$ cat src/rtl/clock_divider_bank_pkg.sv
// clock_divider_bank_pkg: mode encodings and default divider settings shared by the divider bank.
package clock_divider_bank_pkg;
   typedef enum logic [1:0] {
      MODE_STOP = 2'b00,
      MODE_RUN  = 2'b01,
      MODE_STEP = 2'b10
   } mode_t;
   localparam int CPU_CLK_DIV  = 49;
   localparam int CPU_CLK_HIGH = 25;
   localparam int STP_CLK_DIV  = 7;
endpackage

$ cat src/rtl/clock_div_channel.sv
// clock_div_channel: one programmable divider with pending/active config, single-step and registered outputs.
module clock_div_channel
   import clock_divider_bank_pkg::*;
#(
   parameter int               CNT_W      = 32,
   parameter logic [CNT_W-1:0] RESET_DIV  = CNT_W'(CPU_CLK_DIV),
   parameter logic [CNT_W-1:0] RESET_HIGH = CNT_W'(CPU_CLK_HIGH),
   parameter logic [1:0]       RESET_MODE = MODE_RUN
) (
   input  logic             clk,
   input  logic             reset,
   input  logic             cfg_we,
   input  logic [CNT_W-1:0] cfg_div,
   input  logic [CNT_W-1:0] cfg_high,
   input  logic [1:0]       cfg_mode,
   input  logic             step_req,
   output logic             clk_out,
   output logic             tick,
   output logic             step_busy
);
   logic [CNT_W-1:0] cnt, div_a, high_a, div_p, high_p, div_eff;
   logic [1:0]       mode_a, mode_p;
   logic             counting, at_end;

   always_comb begin
      div_eff  = (div_a == '0) ? CNT_W'(1) : div_a;
      counting = (mode_a == MODE_RUN) || (mode_a == MODE_STEP && step_busy);
      at_end   = counting && cnt == div_eff;
   end

   // an idle channel takes a write straight away; a running one only at its period boundary
   always_ff @(posedge clk or posedge reset) begin
      if (reset) begin
         cnt       <= '0;
         div_a     <= RESET_DIV;
         high_a    <= RESET_HIGH;
         mode_a    <= RESET_MODE;
         div_p     <= RESET_DIV;
         high_p    <= RESET_HIGH;
         mode_p    <= RESET_MODE;
         clk_out   <= 1'b0;
         tick      <= 1'b0;
         step_busy <= 1'b0;
      end else begin
         cnt       <= (counting && !at_end) ? cnt + 1'b1 : '0;
         clk_out   <= counting && cnt < high_a;
         tick      <= counting && cnt == '0;
         step_busy <= mode_a == MODE_STEP && (step_busy ? !at_end : step_req);
         if (cfg_we) begin
            div_p  <= cfg_div;
            high_p <= cfg_high;
            mode_p <= cfg_mode;
         end
         if (!counting) begin
            div_a  <= cfg_we ? cfg_div : div_p;
            high_a <= cfg_we ? cfg_high : high_p;
            mode_a <= cfg_we ? cfg_mode : mode_p;
         end else if (at_end) begin
            div_a  <= div_p;
            high_a <= high_p;
            mode_a <= mode_p;
         end
      end
   end
endmodule

$ cat src/rtl/clock_divider_bank.sv
// clock_divider_bank: NUM_CH independent programmable clock dividers with shared config-write decode.
module clock_divider_bank
   import clock_divider_bank_pkg::*;
#(
   parameter int               NUM_CH     = 4,
   parameter int               CNT_W      = 32,
   parameter logic [CNT_W-1:0] RESET_DIV  = CNT_W'(CPU_CLK_DIV),
   parameter logic [CNT_W-1:0] RESET_HIGH = CNT_W'(CPU_CLK_HIGH),
   parameter logic [1:0]       RESET_MODE = MODE_RUN,
   localparam int              CH_W       = (NUM_CH > 1) ? $clog2(NUM_CH) : 1
) (
   input  logic              clk,
   input  logic              reset,
   input  logic              cfg_we,
   input  logic [CH_W-1:0]   cfg_ch,
   input  logic [CNT_W-1:0]  cfg_div,
   input  logic [CNT_W-1:0]  cfg_high,
   input  logic [1:0]        cfg_mode,
   input  logic [NUM_CH-1:0] step_req,
   output logic [NUM_CH-1:0] clk_out,
   output logic [NUM_CH-1:0] tick,
   output logic [NUM_CH-1:0] step_busy
);
   // channel numbers at or above NUM_CH match no instance, so such writes drop out
   for (genvar i = 0; i < NUM_CH; i++) begin : g_ch
      clock_div_channel #(
         .CNT_W(CNT_W),
         .RESET_DIV(RESET_DIV),
         .RESET_HIGH(RESET_HIGH),
         .RESET_MODE(RESET_MODE)
      ) u_ch (
         .clk(clk),
         .reset(reset),
         .cfg_we(cfg_we && cfg_ch == CH_W'(i)),
         .cfg_div(cfg_div),
         .cfg_high(cfg_high),
         .cfg_mode(cfg_mode),
         .step_req(step_req[i]),
         .clk_out(clk_out[i]),
         .tick(tick[i]),
         .step_busy(step_busy[i])
      );
   end
endmodule

$ cat config.mk
export PLATFORM = sky130hd
export DESIGN_NAME = clock_divider_bank
export DESIGN_NICKNAME = d
export VERILOG_FILES = /design/src/rtl/clock_divider_bank_pkg.sv /design/src/rtl/clock_div_channel.sv /design/src/rtl/clock_divider_bank.sv
export SDC_FILE = /design/constraint.sdc
export NUM_CORES = 2
export LEC_CHECK = 0
export BUFFER_PORTS_ARGS = -buffer_cell sky130_fd_sc_hd__buf_4
export CORE_MARGIN = 8
export CORE_UTILIZATION = 53
export DETAILED_ROUTE_END_ITERATION = 16
export PLACE_DENSITY = 0.67
export SYNTH_ARGS = -nofsm -noshare
export SYNTH_HDL_FRONTEND = slang
export SYNTH_SLANG_ARGS = --single-unit
$ cat constraint.sdc
create_clock -name clk -period 27.6 [get_ports clk]
set_input_delay 5.52 -clock clk [delete_from_list [all_inputs] [get_ports clk]]
set_output_delay 5.52 -clock clk [all_outputs]
set_load 0.005 [all_outputs]
==> run_results.csv <==
group,metric,value,unit
cts,post_cts_resized,0,
cts,htreeDepth,3,
critical_path,critPathKind,"primary input to async pin",
hold_path,worstHoldEndpoint,"g_ch[3].u_ch.high_a[3]$_DFFE_PP1N_",
critical_path,path_max_fanout,130,
die,rows,93,
timing,clock.fmax,0.134,GHz
hold_path,min_path_cells,2,
hold_path,hold_start,"g_ch[3].u_ch.high_p[3]$_DFF_PP1_",
detailed_routing,drc,0,
global_route,grt_pass1_vias,26900,
synthesis,ys.flop_type,"dfrtp_1",
synthesis,synth_cell_type_count,52,
power,ir_worst_vdd,95.7,µV
critical_path,r2r_end,"g_ch[1].u_ch.cnt[2]$_DFF_PP0_",
die,die_h,270,µm
placement,place_congestion,0.890,
hold_path,worstHoldPathType,"flip-flop to flip-flop",
timing,fin_setup_tns,0,ns
timing,tightest_slew,1.04,ns
cts,cts_setup_buffers,0,
global_route,antenna_found_initial,29,
detailed_routing,vias,27100,
layout,stdcell_count,4339,
critical_path,start_kind,"primary input",
timing,hold_viol_final,0,
critical_path,path_common_cell,"buf_4",
timing,worst_slack,20.12,ns
detailed_routing,post_drt_wl_per_cell,23.7,µm
run,maxCapViolCount,0,
detailed_routing,drt_wl_total,103000,µm
timing,slew_headroom,30.4,%
layout,synthToLayoutAreaGrowth,10.7,%
global_route,grt_max_degree,177,
layout,final_common_cell,"dfrtp_1",
cts,cts_tree,"yes",
global_route,grt_pass1_wl,160000,µm
critical_path,reg2reg_depth,8,
layout,multi_input_area,16000,µm²
synthesis,syn_area_per_cell,9.92,µm²
detailed_routing,ant_nets,0,
timing,grt_setup_unrepaired,"false",
die,initial_core_util,53.4,%
timing,finalCritPeriodShare,27.1,%
timing,maxSlewViolCount,0,
synthesis,yosysSeqAreaShare,49.0,%
placement,port-buffer-count,86,
synthesis,ys.warnings.count,0,
detailed_routing,dr.pass1.iters,5,
critical_path,crit_arrival,8.11,ns
detailed_routing,drtIter0Drc,2715,
critical_path,path_buf_inv,4,
cts,clk_latency,0.62,ns
die,die_area,73100,µm²
die,fp.coreArea,64200,µm²
synthesis,async_flop_share,100,%
placement,place_ws,19.40,ns
cts,cts_max_path_buffers,3,
critical_path,cp_cell_sequence,"buf_4 -> inv_8 -> buf_4 -> buf_4",
critical_path,timing.rr.start,"g_ch[1].u_ch.cnt[11]$_DFF_PP0_",
die,die_w,270,µm
critical_path,crit_family,"buffers and inverters",
layout,seqCellArea,16800,µm²
critical_path,cp.required,28.23,ns
timing,skew,0.0197,ns
critical_path,reg2reg_setup_slack,24.42,ns
layout,layout_common_cells,"612 x dfrtp_1, 445 x nor2_1, 314 x nand3_1, 272 x o21ai_0, 264 x mux2_2",
synthesis,synth_seq_cells,668,
cts,ctsHoldBuffers,0,
outcome,status,"finished clean",
critical_path,cp_slowest_cell,"buf_4",
critical_path,setup.worst_path.start,"reset",
critical_path,slowest_delay,0.83,ns
placement,placed_cells,4187,
critical_path,end_kind,"async pin",
synthesis,synth_area,34300,µm²
cts,cts_inserted_buffers,75,
global_route,grt-ovfl-total,0,
timing,holdWs,0.490,ns
synthesis,synth_edf_count,0,
layout,fillers,5430,
cts,clockRootBuffer,"clkbuf_16",
timing,setup_violations,0,
layout,final_util,59.0,%
cts,cts_num_sinks,668,
power,p_leak,0.0159,µW
cts,clkSlewWorstSetupHoldPaths,0.06,ns
synthesis,syn-num-nets,3660,
layout,fin_nets,3616,
global_route,grtUsageTotal,27.8,%
die,ios,87,
synthesis,syn_inst,3453,
timing,finalCriticalPeriod,7.48,ns
placement,dpl.hpwl,67200,µm
power,power_density,100,nW/µm²
layout,drive_gt1_share,17.2,%
detailed_routing,viasPerCell,6.25,
-- worst min-delay path, stage by stage, from the launching register on --
cell and delay [ns]:
dfstp_2 0.36, nand3_1 0.05, a31oi_1 0.07
-- cell families (layout without fill, tap and decap cells) --
group / count (synthesis) / after routing / share of synthesized area, %
DFF: 668 / 668 / 49.0
and+or+nand+nor: 1099 / 1099 / 15.3
other: 0 / 15 / 0
AOI/OAI and AO/OA: 642 / 642 / 11.0
xor gates and xnor gates: 252 / 252 / 6.44
adders and majority gates: 132 / 132 / 4.82
buffers and inverters: 396 / 412 / 4.83
muxes: 264 / 264 / 8.67
-- how the worst max path moves through the flow --
| stage | to | cells after the start |
|---|---|---|
| floorplan | g_ch[0].u_ch.clk_out$_DFF_PP0_ | 1 |
| global route | g_ch[0].u_ch.div_p[8]$_DFF_PP0_ | 4 |
| global placement | g_ch[3].u_ch.high_a[11]$_DFFE_PP0N_ | 4 |
| detailed placement | g_ch[3].u_ch.high_a[10]$_DFFE_PP0N_ | 4 |
| finish | g_ch[3].u_ch.high_p[12]$_DFF_PP0_ | 4 |
| CTS | g_ch[3].u_ch.high_p[12]$_DFF_PP0_ | 4 |
-- registers in the layout, summed over array words and instances, names as in the netlist --
signal               flops
g_ch.u_ch.step_busy      4
g_ch.u_ch.div_p        128
g_ch.u_ch.mode_p         8
g_ch.u_ch.clk_out        4
g_ch.u_ch.mode_a         8
g_ch.u_ch.cnt          128
g_ch.u_ch.div_a        128
g_ch.u_ch.high_a       128
g_ch.u_ch.tick           4
g_ch.u_ch.high_p       128
-- report_power, final --
| group | switching (µW) | internal (µW) |
|---|---|---|
| logic | 804 | 431 |
| registers | 238 | 1290 |
| clock network | 415 | 621 |
| total | 1460 | 2340 |
-- routing by layer --
metal | vias up | GRT usage [%] | wire, µm
met3 | 219 | 5.34 | 7640
met4 | 4 | 14.7 | 5390
li1 | 12200 | - | -
met1 | 13700 | 37.9 | 43700
met2 | 974 | 41.9 | 46100
met5 | - | 0 | 23
-- synthesized netlist by cell type (4+ instances only) --
cell | n | area share (%)
a211oi_1 | 8 | 0.18
o21a_1 | 5 | 0.11
nor4b_1 | 4 | 0.10
o211ai_1 | 15 | 0.33
nor3_1 | 25 | 0.37
nor2_1 | 445 | 4.9
clkbuf_1 | 141 | 1.5
nor2b_1 | 5 | 0.091
a2111oi_0 | 4 | 0.10
a31oi_1 | 255 | 4.7
dfstp_2 | 56 | 4.3
and3_1 | 32 | 0.58
inv_1 | 154 | 1.7
buf_4 | 17 | 0.37
nand3_1 | 319 | 4.7
a21oi_1 | 33 | 0.48
buf_2 | 82 | 1.2
xnor2_1 | 186 | 4.8
nand4_1 | 85 | 1.6
ha_1 | 132 | 4.8
nand2b_1 | 5 | 0.091
nand3b_1 | 6 | 0.13
xor2_1 | 66 | 1.7
o31ai_1 | 4 | 0.088
dfrtp_1 | 612 | 45
nand2_1 | 70 | 0.77
or3_1 | 7 | 0.13
and2_1 | 7 | 0.13
o21ai_0 | 272 | 4.0
and4_1 | 12 | 0.31
mux2_2 | 264 | 8.7
a21o_1 | 27 | 0.59
nor4_1 | 65 | 1.2
-- stage by stage --
stage | total power, µW | cell area, µm²
2_1_floorplan | 2390 | 34300
3_3_place_gp | 2710 | 35300
3_5_place_dp | 2760 | 35300
4_1_cts | 3800 | 37900
5_1_grt | 4030 | 37900
6_report | 3800 | 37900
-- final cells by class --
cell class / instances / share of cell area (%)
sequential: 668 / 44.3
multi-input combinational: 2389 / 42.1
clock buffer: 109 / 5.82
tap: 855 / 2.82
timing repair buffer: 121 / 2.46
inverter: 154 / 1.54
clock inverter: 28 / 0.874
antenna: 15 / 0.0990
Note: power is estimated with default switching activity, not from simulation.
